$ cat src/rtl/vscale_hasti_arbiter.sv
// Two-master HASTI arbiter letting the dmem (p0) and imem (p1) ports share one single-port slave.
// Losers are stalled through hready; completed data phases are parked in a per-master buffer.
module vscale_hasti_arbiter #(
  parameter int RR_ENABLE = 1
) (
  input  logic        clk,
  input  logic        reset,
  input  logic [31:0] p0_haddr,
  input  logic        p0_hwrite,
  input  logic [2:0]  p0_hsize,
  input  logic [2:0]  p0_hburst,
  input  logic        p0_hmastlock,
  input  logic [3:0]  p0_hprot,
  input  logic [1:0]  p0_htrans,
  input  logic [31:0] p0_hwdata,
  output logic [31:0] p0_hrdata,
  output logic        p0_hready,
  output logic        p0_hresp,
  input  logic [31:0] p1_haddr,
  input  logic        p1_hwrite,
  input  logic [2:0]  p1_hsize,
  input  logic [2:0]  p1_hburst,
  input  logic        p1_hmastlock,
  input  logic [3:0]  p1_hprot,
  input  logic [1:0]  p1_htrans,
  input  logic [31:0] p1_hwdata,
  output logic [31:0] p1_hrdata,
  output logic        p1_hready,
  output logic        p1_hresp,
  output logic [31:0] s_haddr,
  output logic        s_hwrite,
  output logic [2:0]  s_hsize,
  output logic [2:0]  s_hburst,
  output logic        s_hmastlock,
  output logic [3:0]  s_hprot,
  output logic [1:0]  s_htrans,
  output logic [31:0] s_hwdata,
  input  logic [31:0] s_hrdata,
  input  logic        s_hready,
  input  logic        s_hresp
);

  typedef enum logic [1:0] {ST_NONE = 2'd0, ST_SLV = 2'd1, ST_BUF = 2'd2} mst_state_e;

  localparam logic [1:0] HTRANS_IDLE   = 2'd0;
  localparam logic [1:0] HTRANS_NONSEQ = 2'd2;

  function automatic logic trans_active(input logic [1:0] htrans);
    return (htrans == 2'd2) || (htrans == 2'd3);
  endfunction

  function automatic mst_state_e next_state(input mst_state_e st, input logic slv_rdy,
                                            input logic hready, input logic req, input logic gnt);
    if (st == ST_SLV && slv_rdy && !hready) return ST_BUF;
    else if (gnt)                           return ST_SLV;
    else if (hready && !req)                return ST_NONE;
    else                                    return st;
  endfunction

  mst_state_e  st0_r, st1_r, st0_s, st1_s;
  logic [31:0] buf0_rdata_r, buf1_rdata_r;
  logic        buf0_resp_r, buf1_resp_r;
  logic        last_gnt_r, lock_act_r, lock_own_r;
  logic        req0_s, req1_s, gnt0_s, gnt1_s;
  logic        cap0_s, cap1_s, lock_drop_s;

  // Reset abandons any outstanding data phase immediately, not just at the next edge
  assign st0_s  = reset ? ST_NONE : st0_r;
  assign st1_s  = reset ? ST_NONE : st1_r;
  assign req0_s = trans_active(p0_htrans);
  assign req1_s = trans_active(p1_htrans);

  // Grant selection: lock owner first, then round-robin or fixed priority on conflict
  always_comb begin
    gnt0_s = 1'b0;
    gnt1_s = 1'b0;
    if (s_hready && !reset) begin
      if (lock_act_r) begin
        if (lock_own_r) gnt1_s = req1_s;
        else            gnt0_s = req0_s;
      end else if (req0_s && req1_s) begin
        if (RR_ENABLE != 32'sd0) begin
          gnt0_s = last_gnt_r;
          gnt1_s = ~last_gnt_r;
        end else begin
          gnt0_s = 1'b1;
        end
      end else begin
        gnt0_s = req0_s;
        gnt1_s = req1_s;
      end
    end else begin
      gnt0_s = 1'b0;
      gnt1_s = 1'b0;
    end
  end

  // Slave address-phase mux; p0 fields idle on the bus when nobody is granted
  always_comb begin
    if (gnt1_s) begin
      s_haddr = p1_haddr;  s_hwrite = p1_hwrite; s_hsize = p1_hsize;
      s_hburst = p1_hburst; s_hmastlock = p1_hmastlock; s_hprot = p1_hprot;
    end else begin
      s_haddr = p0_haddr;  s_hwrite = p0_hwrite; s_hsize = p0_hsize;
      s_hburst = p0_hburst; s_hmastlock = p0_hmastlock; s_hprot = p0_hprot;
    end
    s_htrans = (gnt0_s | gnt1_s) ? HTRANS_NONSEQ : HTRANS_IDLE;
  end

  assign s_hwdata = (st1_s == ST_SLV) ? p1_hwdata : p0_hwdata;

  // Master-side handshake and response steering
  always_comb begin
    if (st0_s == ST_SLV) p0_hready = s_hready & (~req0_s | gnt0_s);
    else                 p0_hready = ~req0_s | gnt0_s;
    if (st1_s == ST_SLV) p1_hready = s_hready & (~req1_s | gnt1_s);
    else                 p1_hready = ~req1_s | gnt1_s;
    p0_hrdata = (st0_s == ST_BUF) ? buf0_rdata_r : s_hrdata;
    p1_hrdata = (st1_s == ST_BUF) ? buf1_rdata_r : s_hrdata;
    p0_hresp  = (st0_s == ST_BUF) ? buf0_resp_r : ((st0_s == ST_SLV) ? s_hresp : 1'b0);
    p1_hresp  = (st1_s == ST_BUF) ? buf1_resp_r : ((st1_s == ST_SLV) ? s_hresp : 1'b0);
  end

  assign cap0_s      = (st0_s == ST_SLV) && s_hready && !p0_hready;
  assign cap1_s      = (st1_s == ST_SLV) && s_hready && !p1_hready;
  assign lock_drop_s = lock_own_r ? (!p1_hmastlock || p1_htrans == HTRANS_IDLE)
                                  : (!p0_hmastlock || p0_htrans == HTRANS_IDLE);

  // State, response buffers, fairness pointer and bus lock
  always_ff @(posedge clk) begin
    if (reset) begin
      st0_r        <= ST_NONE;
      st1_r        <= ST_NONE;
      buf0_rdata_r <= 32'h0;
      buf1_rdata_r <= 32'h0;
      buf0_resp_r  <= 1'b0;
      buf1_resp_r  <= 1'b0;
      last_gnt_r   <= 1'b1;
      lock_act_r   <= 1'b0;
      lock_own_r   <= 1'b0;
    end else begin
      st0_r <= next_state(st0_s, s_hready, p0_hready, req0_s, gnt0_s);
      st1_r <= next_state(st1_s, s_hready, p1_hready, req1_s, gnt1_s);
      if (cap0_s) begin
        buf0_rdata_r <= s_hrdata;
        buf0_resp_r  <= s_hresp;
      end
      if (cap1_s) begin
        buf1_rdata_r <= s_hrdata;
        buf1_resp_r  <= s_hresp;
      end
      if (gnt0_s)      last_gnt_r <= 1'b0;
      else if (gnt1_s) last_gnt_r <= 1'b1;
      if (gnt0_s && p0_hmastlock) begin
        lock_act_r <= 1'b1;
        lock_own_r <= 1'b0;
      end else if (gnt1_s && p1_hmastlock) begin
        lock_act_r <= 1'b1;
        lock_own_r <= 1'b1;
      end else if (lock_act_r && lock_drop_s) begin
        lock_act_r <= 1'b0;
      end
    end
  end

endmodule

$ cat config.mk
export PLATFORM = sky130hd
export DESIGN_NAME = vscale_hasti_arbiter
export DESIGN_NICKNAME = d
export VERILOG_FILES = /design/src/rtl/vscale_hasti_arbiter.sv
export SDC_FILE = /design/constraint.sdc
export NUM_CORES = 1
export LEC_CHECK = 0
export ABC_AREA = 1
export CORE_AREA = 2 2 132 134
export CTS_BUF_LIST = sky130_fd_sc_hd__clkbuf_2
export CTS_CLUSTER_DIAMETER = 40
export DETAILED_ROUTE_END_ITERATION = 16
export DIE_AREA = 0 0 134 136
export GPL_ROUTABILITY_DRIVEN = 0
export GPL_TIMING_DRIVEN = 0
export PLACE_DENSITY_LB_ADDON = 0.3
export SETUP_SLACK_MARGIN = 0.4
export SYNTH_ARGS = -nofsm -noshare
export SYNTH_HDL_FRONTEND = slang
export SYNTH_SLANG_ARGS = --single-unit
$ cat constraint.sdc
create_clock -name clk -period 1.7 [get_ports clk]
set_clock_uncertainty 0.2 [all_clocks]
set_input_delay 0.34 -clock clk [delete_from_list [all_inputs] [get_ports clk]]
set_output_delay 0.34 -clock clk [all_outputs]
set_load 0.05 [all_outputs]
==> impl_metrics.py <==
metrics = {
    "outcome": {
        "status": "finished, violations left",
        "violations": "negative setup slack",
    },
    "drt": {
        "drtIter0Drc": 678,
        "vias": 8621,
        "wl_per_cell_um": 21.6,
        "ant_nets": 0,
        "post-route-drc-count": 0,
        "wirelength_um": 35600,
        "avgViaCountPerCell": 5.24,
        "dr.pass1.iters": 6,
    },
    "floorplanning": {
        "ioPinCount": 338,
        "std_cell_rows": 48,
        "initial_utilization_pct": 31.4,
        "die_area_mm2": 0.0182,
        "core-area_mm2": 0.0169,
        "die_x_um": 134,
        "die_height_um": 136,
    },
    "synthesis": {
        "ys_seq_elements": 73,
        "ys_top_cells_by_area": "nand2_1 (31%), dfxtp_1 (28%), inv_1 (13%)",
        "synthSimpleGateAreaFrac_pct": 46.8,
        "synth_top_area_share_pct": 31.4,
        "synthCells": 993,
        "synthArstFlopShare_pct": 0,
        "syn-num-nets": 1185,
        "ys_types": 21,
        "synth-xor-area-share_pct": 0,
        "synth_enable_flop_cells": 0,
        "synthAdderAreaFrac_pct": 0,
        "muxShareOfSynthArea_pct": 0,
        "synth_top_family_by_area": "simple AND/OR/NAND/NOR gates",
        "ys_seq_area_share_pct": 27.6,
        "synth_compound_area_share_pct": 7.04,
        "synthFlopType": "dfxtp_1",
        "ys_warn_count": 0,
        "yosys.area.top_type": "nand2_1",
        "syn_area_mm2": 0.00529,
        "postSynthAreaPerCell_um2": 5.33,
    },
    "sta": {
        "worst_pin_slew_ns": 0.673,
        "grt_setup_unrepaired": "true",
        "hold_viol": 0,
        "slew_headroom_pct": 55.1,
        "setup_viol": 194,
        "clock.fmax_ghz": 0.389,
        "hold_ws_ns": 0.131,
        "worst_slack_ns": -0.873,
        "finalCritPeriodShare_pct": 151,
        "drv_slew": 0,
        "min_period_ns": 2.57,
    },
    "global_route": {
        "overflow": 0,
        "met1_usage_pct": 33.1,
        "grt-busiest-layer": "met2",
        "gr-usage-met3_pct": 9.99,
        "grt_first_pass_wirelength_um": 41300,
        "use_met2_pct": 52.0,
        "grt_max_degree": 12,
        "grt_usage_pct": 29.7,
        "grt_antenna_before_repair": 2,
        "grt_pass1_vias": 7345,
    },
    "layout": {
        "fin_nets": 1605,
        "area_growth_pct": 159,
        "layoutNonFillerInstCount": 1645,
        "drive_gt1_share_pct": 47.5,
        "nFillCells": 926,
    },
    "worst_setup_path": {
        "max_stage_delay_ns": 0.41,
        "slowest_stage": "dfxtp_4",
        "crit_arrival_ns": 2.03,
        "worst-path-buf-inv": 5,
        "path_class": "reg2out",
        "crit_chain": "inv_2 -> nor2_4 -> nor2_4 -> nand2_4 -> buf_12 -> inv_16 -> buf_12 -> nand2_2 -> nand2_4 -> buf_8",
        "required_ns": 1.16,
        "startpoint_type": "flop",
        "crit_path_end_kind": "primary output",
        "crit_family": "buffers and inverters",
        "path_max_fanout": 8,
    },
    "cts": {
        "root_buffer": "clkbuf_2",
        "worstSkewPairLatency_ns": 0.56,
        "cts_max_level": 3,
        "numCtsBuffers": 9,
        "clkSlewWorstSetupHoldPaths_ns": 0.21,
        "clock-sinks": 73,
        "clockBufferDepth": 2,
        "tritoncts": "yes",
    },
    "power": {
        "p_leak_uw": 0.00628,
        "ir_drop_mv": 0.380,
        "p_per_area_mw_per_mm2": 451,
    },
    "placement": {
        "dp_hpwl_um": 21700,
        "dpl.cell_count": 1554,
        "port_buffers": 336,
    },
    "job": {
        "cap_violations": 0,
    },
    "worst_hold_path": {
        "hp-class": "in2reg",
    },
}
-- synth_stat cells (all sizes together), types with 2 or more instances --
master and count:
nand2 443, o21ai 67, dfxtp 73, a21oi 2
nor2 81, clkbuf 23, buf 43, inv 179
nand4 66, o22ai 2, nand3 11
-- final cells by class --
cell class | instances | area [um2] | area share [%]
clock inverter | 5 | 22.5 | 0.164
tap | 225 | 282 | 2.05
clock buffer | 11 | 55.1 | 0.401
timing repair buffer | 406 | 4980 | 36.3
timing repair inverter | 1 | 8.76 | 0.0638
antenna | 2 | 5.00 | 0.0364
buffer | 66 | 888 | 6.47
multi-input combinational | 677 | 5300 | 38.6
inverter | 179 | 716 | 5.21
sequential | 73 | 1470 | 10.7
-- layer usage --
metal	wire, um	share of wire [%]
met3	3650	10
met5	13	0.037
met4	2420	6.8
met1	12100	34
met2	17300	49
-- path summary, 6_finish.rpt --
check              from  cells after the start                to  slack, ns
max          lock_act_r                     10       s_haddr[16]      -0.87
min               reset                      4          st0_r[1]       0.13
max reg2reg    st1_r[1]                     13  buf1_rdata_r[10]      -0.65
min reg2reg  lock_own_r                      2        lock_own_r       0.29
-- stage by stage --
stage / util [%] / instance area (um2) / TNS [ns] / power [uW] / setup slack (ns)
floorplan: - / 7260 / -4.38 / 3480 / -0.248
global route: 81.3 / 13700 / -138.36 / 6350 / -0.919
CTS: 68.8 / 11600 / -120.15 / 5640 / -0.838
finish: 81.4 / 13700 / -132.47 / 6200 / -0.873
global placement: 64.6 / 10900 / -296.10 / 4600 / -1.90
detailed placement: 64.6 / 10900 / -297.89 / 4620 / -1.89
-- flip-flops by register name (all words and copies together) (netlist names) --
signal / flops
lock_own_r: 1
buf0_rdata_r: 32
last_gnt_r: 1
buf1_rdata_r: 32
st0_r: 2
st1_r: 2
buf1_resp_r: 1
buf0_resp_r: 1
lock_act_r: 1
-- power by group --
part | internal [uW] | switching [uW]
sequential | 1740 | 16.6
clock | 189 | 669
combinational | 1550 | 2030
total | 3480 | 2710
-- timing repair --
action / in CTS / in global routing
hold buffers: 0 / 0
gates cloned: 4 / 25
endpoints found under the setup margin: 218 / 218
setup buffers: 19 / 25
pin swaps: 14 / 57
gates resized for setup: 1072 / 478
hold endpoints to repair: 0 / 0
-- kinds of logic after synthesis --
family	Yosys count
AOI/OAI and AO/OA	73
buffers and inverters	245
DFF	73
other	1
and+or+nand+nor	601
-- worst reg2reg max path: stages (launching register included) --
cell and delay, ns:
dfxtp_2 0.38, inv_4 0.05, buf_6 0.11, buf_6 0.09
buf_6 0.10, nand3_4 0.09, buf_6 0.14, buf_6 0.11
nor2_4 0.21, nand3_4 0.27, clkbuf_16 0.29, nand2_4 0.06
inv_2 0.04, nor2_1 0.14
-- cell usage in the layout, fill, tap and decap left out, types with 2 or more instances in the layout --
master           count
buf_8               96
nand3_1              6
nand2_2             85
clkinv_1             2
clkdlybuf4s50_1    187
dfxtp_1             67
nor2_4               8
nand3_4              6
nand2_1            183
buf_6               83
inv_2               29
buf_4               22
nand2_8              3
dfxtp_4              2
o22ai_4              2
clkinv_2             3
clkbuf_16           24
dfxtp_2              4
nor2_2               7
nor2_1              66
nand2_4            172
buf_12              36
clkbuf_2            12
dlygate4sd2_1        3
nand4_1             66
inv_1              146
buf_1                8
buf_2                7
diode_2              2
clkbuf_1             4
o21ai_0              3
o21ai_4             64
(Power assumes the default switching activity.)
